## src/rtl/fetch_stage.sv

```systemverilog
// Instruction-fetch front end: owns the PC, keeps at most one imem request in
// flight and drives the IF/ID register read by decode.
module fetch_stage #(
    parameter logic [31:0] RESET_PC  = 32'h0000_0000,
    parameter logic [31:0] NOP_INSTR = 32'h0000_0013
) (
    input  logic        clk,
    input  logic        reset_n,
    output logic        imem_req,
    output logic [31:0] imem_addr,
    input  logic        imem_rvalid,
    input  logic [31:0] imem_rdata,
    input  logic        StallD,
    input  logic [1:0]  PCSrcE,
    input  logic [31:0] PCTargetE,
    input  logic [31:0] ALUResultE,
    input  logic [31:0] Mtvec,
    output logic [31:0] InstrD,
    output logic [31:0] PCD,
    output logic [31:0] PCPlus4D,
    output logic        ValidD
);

    localparam logic [1:0] IDLE = 2'd0;
    localparam logic [1:0] WAIT = 2'd1;
    localparam logic [1:0] HOLD = 2'd2;

    logic [1:0]  state;
    logic [31:0] pcf;
    logic [31:0] pcf_plus4;
    logic [31:0] buffer;
    logic [31:0] target;
    logic        kill;
    logic        redirect;
    logic        accept;
    logic        load_buf;

    assign pcf_plus4 = pcf + 32'd4;
    assign redirect  = (PCSrcE != 2'b00);

    // NOTE: every path assigns target, so the default arm keeps this purely combinational.
    always_comb begin
        case (PCSrcE)
            2'b01:   target = PCTargetE;
            2'b10:   target = ALUResultE & ~32'h1;
            2'b11:   target = Mtvec & ~32'h3;
            default: target = pcf;
        endcase
    end

    // A live response taken by an unstalled decode immediately chains the next fetch.
    assign accept   = (state == WAIT) && imem_rvalid && !kill && !redirect && !StallD;
    assign load_buf = (state == HOLD) && !StallD && !redirect;

    assign imem_req  = ((state == IDLE) && !redirect) || accept;
    assign imem_addr = (state == WAIT) ? pcf_plus4 : pcf;

    // NOTE: state registers use non-blocking assignments so all flops update from pre-edge values.
    always_ff @(posedge clk or negedge reset_n) begin
        if (!reset_n) begin
            state  <= IDLE;
            pcf    <= RESET_PC;
            kill   <= 1'b0;
            buffer <= 32'd0;
        end else begin
            if (redirect)
                pcf <= target;
            case (state)
                IDLE: begin
                    if (!redirect)
                        state <= WAIT;
                end
                WAIT: begin
                    if (!imem_rvalid) begin
                        if (redirect)
                            kill <= 1'b1;
                    end else if (kill || redirect) begin
                        // The in-flight response belongs to a squashed path.
                        kill  <= 1'b0;
                        state <= IDLE;
                    end else if (!StallD) begin
                        pcf <= pcf_plus4;
                    end else begin
                        buffer <= imem_rdata;
                        state  <= HOLD;
                    end
                end
                HOLD: begin
                    if (redirect) begin
                        state <= IDLE;
                    end else if (!StallD) begin
                        pcf   <= pcf_plus4;
                        state <= IDLE;
                    end
                end
                default: state <= IDLE;
            endcase
        end
    end

    // Flush beats stall; otherwise an unstalled decode with nothing new sees a bubble.
    always_ff @(posedge clk or negedge reset_n) begin
        if (!reset_n) begin
            InstrD   <= NOP_INSTR;
            PCD      <= 32'd0;
            PCPlus4D <= 32'd0;
            ValidD   <= 1'b0;
        end else if (redirect) begin
            InstrD <= NOP_INSTR;
            ValidD <= 1'b0;
        end else if (accept) begin
            InstrD   <= imem_rdata;
            PCD      <= pcf;
            PCPlus4D <= pcf_plus4;
            ValidD   <= 1'b1;
        end else if (load_buf) begin
            InstrD   <= buffer;
            PCD      <= pcf;
            PCPlus4D <= pcf_plus4;
            ValidD   <= 1'b1;
        end else if (!StallD) begin
            ValidD <= 1'b0;
        end
    end

endmodule

```

## config.mk

```make
export PLATFORM = sky130hd
export DESIGN_NAME = fetch_stage
export DESIGN_NICKNAME = d
export VERILOG_FILES = /design/src/rtl/fetch_stage.sv
export SDC_FILE = /design/constraint.sdc
export NUM_CORES = 1
export LEC_CHECK = 0
export CORE_MARGIN = 2
export CORE_UTILIZATION = 40
export CTS_BUF_LIST = sky130_fd_sc_hd__clkbuf_2
export CTS_CLUSTER_DIAMETER = 40
export DETAILED_ROUTE_END_ITERATION = 8
export DONT_BUFFER_PORTS = 1
export PLACE_DENSITY = 0.62
export SLEW_MARGIN = 30
export SYNTH_ARGS = -nofsm -noshare
export SYNTH_HDL_FRONTEND = slang
export SYNTH_SLANG_ARGS = --single-unit
export TNS_END_PERCENT = 50
```

## constraint.sdc

```tcl
create_clock -name clk -period 3.1 [get_ports clk]
set_clock_uncertainty 0.2 [all_clocks]
set_input_delay 0.465 -clock clk [delete_from_list [all_inputs] [get_ports clk]]
set_output_delay 0.465 -clock clk [all_outputs]
set_load 0.03 [all_outputs]
```

Word level (Yosys, flattened, before mapping)
Cells that the tools add are included.
{"block": "word_totals", "register_bits": 164, "input_bits": 134, "elab_cells": 72}
{"block": "op_classes", "n_addsub": 1, "n_eq_ne": 11, "n_mux": 29, "bitwise": 2, "reduce_logical": 21}
{"operator": "32-bit two-way mux", "n": 13}
{"operator": "32-bit case mux with 3 select lines", "n": 1}
{"operator": "32-bit case mux with 2 select lines", "n": 1}
{"operator": "32-bit by 3-bit adder with 32-bit output, second input constant", "n": 1}
{"operator": "2-bit two-way mux", "n": 6}
{"operator": "4-bit AND reduction", "n": 2}
{"operator": "1-bit logical AND", "n": 7}
{"operator": "1-bit two-way mux", "n": 7}
{"operator": "2-bit == test, second input constant", "n": 3}
{"operator": "2-bit case mux with 3 select lines", "n": 1}
{"operator": "2-bit nonzero test", "n": 3}
{"operator": "2-bit by 1-bit == test with 1-bit output, second input constant", "n": 2}
{"operator": "2-bit != test, second input constant", "n": 2}
{"operator": "4-bit by 1-bit != test with 1-bit output, second input constant", "n": 1}
{"operator": "1-bit zero test", "n": 3}
{"operator": "3-bit by 2-bit != test with 1-bit output, second input constant", "n": 1}
{"operator": "3-bit != test, second input constant", "n": 1}
{"operator": "3-bit AND reduction", "n": 1}
{"operator": "3-bit nonzero test", "n": 1}
{"operator": "2-bit zero test", "n": 1}
{"operator": "1-bit logical OR", "n": 2}
{"operator": "2-bit by 1-bit != test with 1-bit output, second input constant", "n": 1}
{"operator": "1-bit NOT", "n": 2}
{"operator": "2-bit AND reduction", "n": 1}

Longest topological paths before layout
Gate-level depths: netlist (run 1).
{"block": "logic_depth", "depth_word": 7, "mapped_depth": 11, "depth_no_buf": 7}

Worst setup path before layout (run 1)
OpenSTA, ideal clock, no wires.
{"block": "synth_timing", "path_type": "reg-to-output", "from": "reg pcf[3]", "to": "out imem_addr[20]", "arrival_time_ps": 2366, "t_required_ps": 2435, "path_slack_ps": 69, "stages_incl_launch_ff": 10, "path_buffers": 3, "path_cell_list": "dfrtp_1 -> ha_1 -> clkbuf_1 -> and3_1 -> buf_2 -> nand4_2 -> or2_2 -> clkbuf_1 -> nor2_1 -> xor2_1"}
{"block": "synth_via", "elab_chain_cells": 2}
{"element": "from (decl)", "line": "29", "source": "logic [31:0] pcf;"}
{"element": "from (signal assigned)", "line": "67", "source": "pcf <= target;"}
{"element": "from (signal assigned)", "line": "82", "source": "pcf <= pcf_plus4;"}
{"element": "from (signal assigned)", "line": "92", "source": "pcf <= pcf_plus4;"}
{"element": "32-bit by 3-bit adder with 32-bit output", "line": "38", "source": "assign pcf_plus4 = pcf + 32'd4;"}
{"element": "32-bit two-way mux", "line": "56", "source": "assign imem_addr = (state == WAIT) ? pcf_plus4 : pcf;"}
{"element": "to (decl)", "line": "10", "source": "output logic [31:0] imem_addr,"}
No other way between the ends.

Worst setup path in the final report (run 1)
{"block": "layout_timing", "from": "reg pcf[23]", "to": "out imem_addr[30]"}
The elaborated chain is that of the path after synthesis.

==> results of run 1 <==
==> cell type report <==
type | instances | share of cell area
multi-input combinational | 801 | 0.437
clock inverter | 15 | 0.0172
tap | 324 | 0.0315
timing repair buffer | 251 | 0.188
antenna | 3 | 0.000584
sequential | 162 | 0.316
clock buffer | 17 | 0.00662
inverter | 11 | 0.00321
==> state kept, by name, indices dropped and copies added (netlist names) <==
name / flops
pcf: 32
PCD: 32
buffer: 32
ValidD: 1
state: 2
kill: 1
InstrD: 32
PCPlus4D: 30
==> cells in the final DEF (no fill, tap or decap), drive strengths merged, types with 17 or more instances in the layout <==
cell         netlist  routed
nand3             47      47
dlygate4sd3        0     142
o211ai            18      18
clkbuf            50      17
o21ai             59      59
inv               11      22
mux2i             78      78
nor2              77      77
a21oi             47      47
xnor2             35      35
buf               62     109
nand2            153     153
nor3              17      17
mux2              52      52
xor2              28      28
dfrtp            159     159
==> cell families after synthesis <==
| kind of cell | count (synthesis) | synth area share |
|---|---|---|
| muxes | 132 | 0.142 |
| AOI/OAI and AO/OA | 232 | 0.157 |
| DFF | 162 | 0.408 |
| xor gates and xnor gates | 63 | 0.0554 |
| buffers and inverters | 123 | 0.0589 |
| and+or+nand+nor | 370 | 0.175 |
| adders and majority gates | 4 | 0.00503 |
==> final timing paths <==
kind	end	slack, ps	cells after the start
max	imem_addr[30]	-180	7
min	PCD[13]	-890	0
max reg2reg	pcf[5]	90	9
min reg2reg	buffer[1]	350	1
max in group asynchronous	InstrD[1]	3160	0
min in group clk	buffer[25]	80	3
==> metal layers <==
| layer | GRT usage | wire length [µm] | share of wire | vias to the layer above |
|---|---|---|---|---|
| li1 | - | - | - | 4194 |
| met1 | 0.330 | 13800 | 0.41 | 4509 |
| met5 | 0 | 0 | 0 | - |
| met2 | 0.408 | 15800 | 0.47 | 491 |
| met3 | 0.0610 | 3080 | 0.091 | 74 |
| met4 | 0.0925 | 1120 | 0.033 | 0 |
==> power breakdown <==
group	total [mW]	internal (mW)	leakage [nW]	switching (mW)
clock network	1.39	0.340	0.172	1.05
logic	4.94	2.23	3.33	2.71
registers	4.33	2.83	2.09	1.49
==> stage by stage <==
step | cells | utilization
after floorplan | 1086 | -
after global placement | 1380 | 0.430
after detailed placement | 1380 | 0.430
after CTS | 1574 | 0.518
after global routing | 1583 | 0.527
final | 1584 | 0.527
==> worst max-delay path, stage by stage, from the launching register on <==
cell and delay (ps):
sky130_fd_sc_hd__dfrtp_1 460, sky130_fd_sc_hd__and4_4 260, sky130_fd_sc_hd__nand4_2 140, sky130_fd_sc_hd__buf_4 210, sky130_fd_sc_hd__nor3_4 200, sky130_fd_sc_hd__nand4_1 160, sky130_fd_sc_hd__xnor2_2 230, sky130_fd_sc_hd__buf_4 200
==> timing repair <==
action	in CTS	in global routing
setup buffers	17	8
resized for setup	52	33
endpoints found under the setup margin	27	29
pin swaps	12	10
hold endpoints to repair	266	162
==> impl_results.html, run 1 <==
<table>
<tr><th>Metric</th><th>Value</th></tr>
<tr><th colspan="2">Setup path</th></tr>
<tr><td>Critical R2R Launch</td><td>pcf[4]</td></tr>
<tr><td>Crit path max fanout</td><td>8</td></tr>
<tr><td>Endpoint arrival time on the critical path</td><td>2620 ps</td></tr>
<tr><td>Critical path launch point</td><td>pcf[23]</td></tr>
<tr><td>Worst Setup End Kind</td><td>output port</td></tr>
<tr><td>Kind of critical path</td><td>reg2out</td></tr>
<tr><td>Kind of start point of the critical path</td><td>register</td></tr>
<tr><td>Critical Path RT</td><td>2430 ps</td></tr>
<tr><th colspan="2">Logic synthesis</th></tr>
<tr><td>Main area contributors after synthesis</td><td>sky130_fd_sc_hd__dfrtp_1, sky130_fd_sc_hd__mux2i_1, sky130_fd_sc_hd__mux2_2</td></tr>
<tr><td>Async SR Flop Fraction</td><td>1.00</td></tr>
<tr><td>Yosys warning count</td><td>0</td></tr>
<tr><td>FF+latch count, synth</td><td>162</td></tr>
<tr><td>Mean post-synth cell area</td><td>9.17 µm²</td></tr>
<tr><td>Post-synthesis instance area</td><td>9960 µm²</td></tr>
<tr><td>Commonest cells in the netlist</td><td>sky130_fd_sc_hd__dfrtp_1, sky130_fd_sc_hd__nand2_1, sky130_fd_sc_hd__mux2i_1</td></tr>
<tr><td>Cell type with the highest aggregate area in the netlist</td><td>sky130_fd_sc_hd__dfrtp_1</td></tr>
<tr><td>Synthesized Nets</td><td>between 1000 and 1500</td></tr>
<tr><td>Proportion of netlist area held by the largest area contributor</td><td>0.400</td></tr>
<tr><td>Main synth FF type</td><td>sky130_fd_sc_hd__dfrtp_1</td></tr>
<tr><td>Post-Synthesis Cells</td><td>~1100</td></tr>
<tr><td>Post-synth EDFFs</td><td>0</td></tr>
<tr><td>Most frequent cell after synthesis</td><td>sky130_fd_sc_hd__dfrtp_1</td></tr>
<tr><td>Sequential fraction of the synthesis area</td><td>0.408</td></tr>
<tr><td>Number of distinct standard cells referenced by the synthesized netlist</td><td>65</td></tr>
<tr><th colspan="2">Place</th></tr>
<tr><td>Placer's final routability congestion estimate</td><td>around 0.86</td></tr>
<tr><td>Final HPWL from detailed placement</td><td>21200 µm</td></tr>
<tr><td>IO buf count</td><td>0</td></tr>
<tr><td>Setup slack after placement</td><td>317 ps</td></tr>
<tr><td>Area post-placement</td><td>10500 µm²</td></tr>
<tr><th colspan="2">Clocking</th></tr>
<tr><td>Hold-fix buffer count after cts</td><td>145</td></tr>
<tr><td>TritonCTS clock tree</td><td>built</td></tr>
<tr><td>Sinks on Clock Net</td><td>~160</td></tr>
<tr><td>Worst skew pair latency</td><td>800 ps</td></tr>
<tr><td>Clock transition at the registers of the reported paths</td><td>340 ps</td></tr>
<tr><td>Clk Tree Root Cell</td><td>sky130_fd_sc_hd__clkbuf_2</td></tr>
<tr><td>Maximum level of the CTS H-tree</td><td>4</td></tr>
<tr><td>Max Buffers Root-to-Sink</td><td>2</td></tr>
<tr><td>Number of clock buffers inserted by TritonCTS</td><td>17</td></tr>
<tr><th colspan="2">Detailed routing</th></tr>
<tr><td>DR vias/cell</td><td>5.85</td></tr>
<tr><td>DRC</td><td>0</td></tr>
<tr><td>Drt pass-1 iters</td><td>5</td></tr>
<tr><td>Via count of the routed design</td><td>9268</td></tr>
<tr><td>Final wirelength</td><td>33800 µm</td></tr>
<tr><td>Post-DRT Antenna Nets</td><td>0</td></tr>
<tr><td>Number of DRC markers in iteration 0</td><td>905</td></tr>
<tr><td>Detailed-route wire length per cell</td><td>21.3 µm</td></tr>
<tr><th colspan="2">Floorplanning</th></tr>
<tr><td>IO Count</td><td>264</td></tr>
<tr><td>Number of core rows</td><td>57</td></tr>
<tr><td>Standard cell core area</td><td>24400 µm²</td></tr>
<tr><td>Die width</td><td>162 µm</td></tr>
<tr><td>Full die area</td><td>26200 µm²</td></tr>
<tr><td>Height of the die</td><td>about 160 µm</td></tr>
<tr><td>Initial Utilization</td><td>0.408</td></tr>
<tr><th colspan="2">Global route</th></tr>
<tr><td>Maximum number of pins on one net before global-route repair</td><td>163</td></tr>
<tr><td>Number of antenna violations at the first check in global routing</td><td>3</td></tr>
<tr><td>Final global-route overflow total</td><td>0</td></tr>
<tr><td>Global-route usage over all layers</td><td>0.252</td></tr>
<tr><td>Via count of the first global-routing pass</td><td>9078</td></tr>
<tr><td>Global-route wire length before repair</td><td>51700 µm</td></tr>
<tr><th colspan="2">Hold path</th></tr>
<tr><td>Class of the most critical hold timing path</td><td>in2async</td></tr>
<tr><th colspan="2">Final layout</th></tr>
<tr><td>Area occupied by multi-input gates</td><td>roughly 5600 µm²</td></tr>
<tr><td>Register area</td><td>4070 µm²</td></tr>
<tr><td>Layout cells sized above 1</td><td>0.208</td></tr>
<tr><td>Final layout net count</td><td>approximately 1400</td></tr>
<tr><td>Layout overhead on the synthesized area</td><td>29.1%</td></tr>
<tr><td>Total of fill cells in the finished design</td><td>roughly 2200</td></tr>
<tr><td>Post-route cell area</td><td>approximately 13000 µm²</td></tr>
<tr><th colspan="2">STA</th></tr>
<tr><td>Sum of negative setup slack</td><td>-1880 ps</td></tr>
<tr><td>Smallest hold slack</td><td>-890 ps</td></tr>
<tr><td>Number of failing hold endpoints at the final stage</td><td>roughly 160</td></tr>
<tr><td>Total count of max-transition violations in the final report</td><td>0</td></tr>
<tr><td>Setup repair after global routing missed its margin</td><td>yes</td></tr>
<tr><td>Post-layout min period</td><td>3280 ps</td></tr>
<tr><td>Fin crit share</td><td>1.06</td></tr>
<tr><td>Tightest slew margin relative to the limit</td><td>0.352</td></tr>
<tr><td>Final worst slack</td><td>-184 ps</td></tr>
<tr><td>Number of endpoints failing setup at the final stage</td><td>20</td></tr>
<tr><td>Pin slew with the least headroom to its limit</td><td>971 ps</td></tr>
<tr><td>Max Clock Freq</td><td>0.304 GHz</td></tr>
<tr><th colspan="2">Pwr</th></tr>
<tr><td>Leakage component of the power</td><td>5.59 nW</td></tr>
<tr><td>Max rail drop VDD</td><td>390 µV</td></tr>
<tr><td>Total power</td><td>10.7 mW</td></tr>
<tr><td>Pwr/cell area</td><td>829 nW/µm²</td></tr>
<tr><th colspan="2">Run status</th></tr>
<tr><td>Violations in the final reports</td><td>negative hold slack, negative setup slack</td></tr>
<tr><td>Result of the run</td><td>complete, but fails checks</td></tr>
<tr><th colspan="2">Flow run</th></tr>
<tr><td>Total of max-cap violations</td><td>0</td></tr>
</table>
Note: power is estimated with default switching activity, not from simulation.
==> run 2, diff against run 1 <==
--- a/config.mk
+++ b/config.mk
@@ -5,6 +5,7 @@
 export SDC_FILE = /design/constraint.sdc
 export NUM_CORES = 1
 export LEC_CHECK = 0
+export CAP_MARGIN = 20
 export CORE_MARGIN = 2
 export CORE_UTILIZATION = 40
 export CTS_BUF_LIST = sky130_fd_sc_hd__clkbuf_2
==> constraint.sdc (replaced) <==
create_clock -name clk -period 3.1 [get_ports clk]
set_clock_uncertainty 0.2 [all_clocks]
set_input_delay 0.31 -clock clk [delete_from_list [all_inputs] [get_ports clk]]
set_output_delay 0.31 -clock clk [all_outputs]
set_load 0.03 [all_outputs]
==> run 2 against run 1 <==
Compared with the run above: the run still ends with negative hold slack, negative setup slack left; largest cell class unchanged; sequential share of layout area is 1.7 points lower; combinational power increased by 4%; first-iteration DRC count grew 9.3%; utilization up 3.1 points; global-route usage rose by 1.5 points; via count increased by 4.0%; non-clock buffer count is 80 higher; maximum frequency grew 5.5%; setup slack improved by 170 ps; largest power group unchanged; total power rose by 2.4%.
==> impl_results.html, run 2 (synthesized netlist as in run 1, its figures left out) <==
<table>
<tr><th>Metric</th><th>Value</th></tr>
<tr><th colspan="2">Run status</th></tr>
<tr><td>Result of the run</td><td>complete, but fails checks</td></tr>
<tr><td>Violations in the final reports</td><td>negative hold slack, negative setup slack</td></tr>
<tr><th colspan="2">Hold path</th></tr>
<tr><td>Class of the most critical hold timing path</td><td>in2async</td></tr>
<tr><th colspan="2">Setup path</th></tr>
<tr><td>Worst Setup End Kind</td><td>output port</td></tr>
<tr><td>CP Cell Sequence</td><td>and4_4, nand4_2, buf_6, nor3_4, nand4_1, xnor2_2, buf_6</td></tr>
<tr><td>Worst path buffer plus inverter count</td><td>2</td></tr>
<tr><td>Critical R2R Launch</td><td>pcf[2]</td></tr>
<tr><td>Critical path launch point</td><td>pcf[23]</td></tr>
<tr><td>Cell at the slowest stage of the critical path</td><td>sky130_fd_sc_hd__dfrtp_1</td></tr>
<tr><td>Largest stage delay on the critical path</td><td>470 ps</td></tr>
<tr><td>Crit path max fanout</td><td>5</td></tr>
<tr><td>Endpoint arrival time on the critical path</td><td>between 2000 and 3000 ps</td></tr>
<tr><td>Kind of critical path</td><td>reg2out</td></tr>
<tr><td>Kind of start point of the critical path</td><td>register</td></tr>
<tr><td>Critical Path RT</td><td>approximately 2600 ps</td></tr>
<tr><td>Crit path top cell by count</td><td>sky130_fd_sc_hd__buf_6</td></tr>
<tr><td>Crit path max-delay family</td><td>simple AND/OR/NAND/NOR gates</td></tr>
<tr><th colspan="2">Place</th></tr>
<tr><td>Placer's final routability congestion estimate</td><td>0.847</td></tr>
<tr><td>IO buf count</td><td>0</td></tr>
<tr><td>Setup slack after placement</td><td>406 ps</td></tr>
<tr><td>Final HPWL from detailed placement</td><td>21300 µm</td></tr>
<tr><th colspan="2">Detailed routing</th></tr>
<tr><td>Detailed-route wire length per cell</td><td>around 21 µm</td></tr>
<tr><td>DR vias/cell</td><td>5.80</td></tr>
<tr><td>Number of DRC markers in iteration 0</td><td>989</td></tr>
<tr><td>Final wirelength</td><td>~36000 µm</td></tr>
<tr><td>Post-DRT Antenna Nets</td><td>0</td></tr>
<tr><td>Drt pass-1 iters</td><td>5</td></tr>
<tr><td>DRC</td><td>0</td></tr>
<tr><td>Via count of the routed design</td><td>around 9600</td></tr>
<tr><th colspan="2">Pwr</th></tr>
<tr><td>Internal power consumption</td><td>5.59 mW</td></tr>
<tr><td>Leakage component of the power</td><td>5.98 nW</td></tr>
<tr><td>Sequential fraction of design power</td><td>0.402</td></tr>
<tr><td>Pwr/cell area</td><td>803 nW/µm²</td></tr>
<tr><td>Fraction of power spent switching nets</td><td>0.488</td></tr>
<tr><td>Net Switching</td><td>~5.3 mW</td></tr>
<tr><td>Clock network power share</td><td>0.128</td></tr>
<tr><td>Gate power share</td><td>0.470</td></tr>
<tr><td>Max rail drop VDD</td><td>380 µV</td></tr>
<tr><th colspan="2">Clocking</th></tr>
<tr><td>Clock transition at the registers of the reported paths</td><td>330 ps</td></tr>
<tr><td>Number of clock buffers inserted by TritonCTS</td><td>17</td></tr>
<tr><td>Max Buffers Root-to-Sink</td><td>2</td></tr>
<tr><td>TritonCTS clock tree</td><td>built</td></tr>
<tr><td>Maximum level of the CTS H-tree</td><td>4</td></tr>
<tr><td>Worst skew pair latency</td><td>slightly above 800 ps</td></tr>
<tr><td>Clk Tree Root Cell</td><td>sky130_fd_sc_hd__clkbuf_2</td></tr>
<tr><td>Sinks on Clock Net</td><td>162</td></tr>
<tr><th colspan="2">STA</th></tr>
<tr><td>Fin crit share</td><td>1.00</td></tr>
<tr><td>Number of endpoints failing setup at the final stage</td><td>2</td></tr>
<tr><td>Pin slew with the least headroom to its limit</td><td>1010 ps</td></tr>
<tr><td>Total count of max-transition violations in the final report</td><td>0</td></tr>
<tr><td>Smallest hold slack</td><td>-1040 ps</td></tr>
<tr><td>Final worst slack</td><td>-13.1 ps</td></tr>
<tr><td>Post-layout min period</td><td>3110 ps</td></tr>
<tr><td>Tightest slew margin relative to the limit</td><td>0.324</td></tr>
<tr><td>Max Clock Freq</td><td>0.321 GHz</td></tr>
<tr><td>Sum of negative setup slack</td><td>-19.8 ps</td></tr>
<tr><td>Setup repair after global routing missed its margin</td><td>yes</td></tr>
<tr><td>Number of failing hold endpoints at the final stage</td><td>around 160</td></tr>
<tr><th colspan="2">Floorplanning</th></tr>
<tr><td>Full die area</td><td>26200 µm²</td></tr>
<tr><td>Initial Utilization</td><td>0.408</td></tr>
<tr><td>IO Count</td><td>between 200 and 300</td></tr>
<tr><td>Number of core rows</td><td>57</td></tr>
<tr><td>Die width</td><td>162 µm</td></tr>
<tr><td>Standard cell core area</td><td>24400 µm²</td></tr>
<tr><td>Height of the die</td><td>roughly 160 µm</td></tr>
<tr><th colspan="2">Global route</th></tr>
<tr><td>Final global-route overflow total</td><td>0</td></tr>
<tr><td>Global-route wire length before repair</td><td>54800 µm</td></tr>
<tr><td>Via count of the first global-routing pass</td><td>about 9700</td></tr>
<tr><td>Maximum number of pins on one net before global-route repair</td><td>163</td></tr>
<tr><td>Global-route usage over all layers</td><td>0.268</td></tr>
<tr><td>Number of antenna violations at the first check in global routing</td><td>1</td></tr>
<tr><th colspan="2">Final layout</th></tr>
<tr><td>Leading cell type in the layout, fill and taps excluded</td><td>sky130_fd_sc_hd__dlygate4sd3_1</td></tr>
<tr><td>Leading cell types in the layout, fill and taps excluded</td><td>sky130_fd_sc_hd__dlygate4sd3_1, sky130_fd_sc_hd__nand2_1, sky130_fd_sc_hd__dfrtp_1</td></tr>
<tr><td>Total of fill cells in the finished design</td><td>between 2000 and 2500</td></tr>
<tr><td>Final layout net count</td><td>1462</td></tr>
<tr><td>Layout overhead on the synthesized area</td><td>36.6%</td></tr>
<tr><td>Layout cells sized above 1</td><td>0.206</td></tr>
<tr><th colspan="2">Flow run</th></tr>
<tr><td>Total of max-cap violations</td><td>0</td></tr>
</table>
==> run 2: cell count changes in the layout (fill, tap and decap cells not counted), moves of 3 or more <==
cell and delta:
sky130_fd_sc_hd__dlygate4sd3_1 +68, sky130_fd_sc_hd__buf_4 +14, sky130_fd_sc_hd__dfrtp_1 -6, sky130_fd_sc_hd__dfrtp_2 +6
sky130_fd_sc_hd__nor2_1 +4, sky130_fd_sc_hd__buf_6 -3, sky130_fd_sc_hd__inv_12 -3
==> run 2: worst reg2reg max path, stage by stage (launching register included) <==
cell                      delay (ps)
sky130_fd_sc_hd__dfrtp_2         500
sky130_fd_sc_hd__ha_4            150
sky130_fd_sc_hd__and3_4          250
sky130_fd_sc_hd__nand4_1         190
sky130_fd_sc_hd__buf_4           180
sky130_fd_sc_hd__buf_4           120
sky130_fd_sc_hd__buf_4           120
sky130_fd_sc_hd__buf_4           120
sky130_fd_sc_hd__buf_4           120
sky130_fd_sc_hd__buf_4           120
sky130_fd_sc_hd__buf_4           130
sky130_fd_sc_hd__buf_4           140
sky130_fd_sc_hd__nor4_4          130
sky130_fd_sc_hd__xor2_1          120
sky130_fd_sc_hd__a221o_1         340
==> run 2: power groups by stage <==
stage	registers, mW	logic [mW]	clock network, mW
detailed placement	4.50	3.76	0
global placement	4.47	3.70	0
floorplan	3.97	3.06	0
CTS	4.36	4.88	1.43
finish	4.38	5.14	1.40
global route	4.47	5.51	1.53
==> run 2: layout make-up <==
type                            instances  area [µm²]  area share
Antenna cell                            1        2.50    0.000184
Tap cell                              324         405      0.0298
Sequential cell                       162        4070       0.300
Timing Repair Buffer                  331        3160       0.233
Clock buffer                           17        85.1     0.00626
Inverter                               11        41.3     0.00304
Clock inverter                         15         225      0.0166
Multi-Input combinational cell        801        5600       0.412
==> run 2: repair_timing <==
item / in CTS / in global routing
setup endpoints to repair: 24 / 33
hold buffers: 212 / 5
resized for setup: 47 / 41
pin swaps: 7 / 16
endpoints found under the hold margin: 291 / 167
buffers inserted: 27 / 12
==> run 2: path summary, 6_finish.rpt <==
check                                end  slack, ps  cells after the start
max                        imem_addr[30]        -10                      7
min                              PCD[13]      -1040                      0
max reg2reg                      pcf[30]         80                     14
min reg2reg                    buffer[1]        350                      1
max in group asynchronous      InstrD[4]       3320                      0
min in group clk               InstrD[4]         90                      3
==> run 2: through the flow <==
step                utilization  cells  power (mW)  cell area [µm²]
floorplan                     -   1086        7.02             9960
global placement          0.428   1374        8.17            10400
detailed placement        0.428   1374        8.27            10400
CTS                       0.545   1645        10.7            13300
global route              0.557   1662        11.5            13600
finish                    0.557   1662        10.9            13600
==> run 2: per-layer routing <==
metal  GRT usage  wire length, µm  up-vias
met5           0                0        -
met4      0.0893              937        0
met3      0.0697             3190       73
met2       0.442            17200      477
met1       0.342            14200     4732
li1            -                -     4358
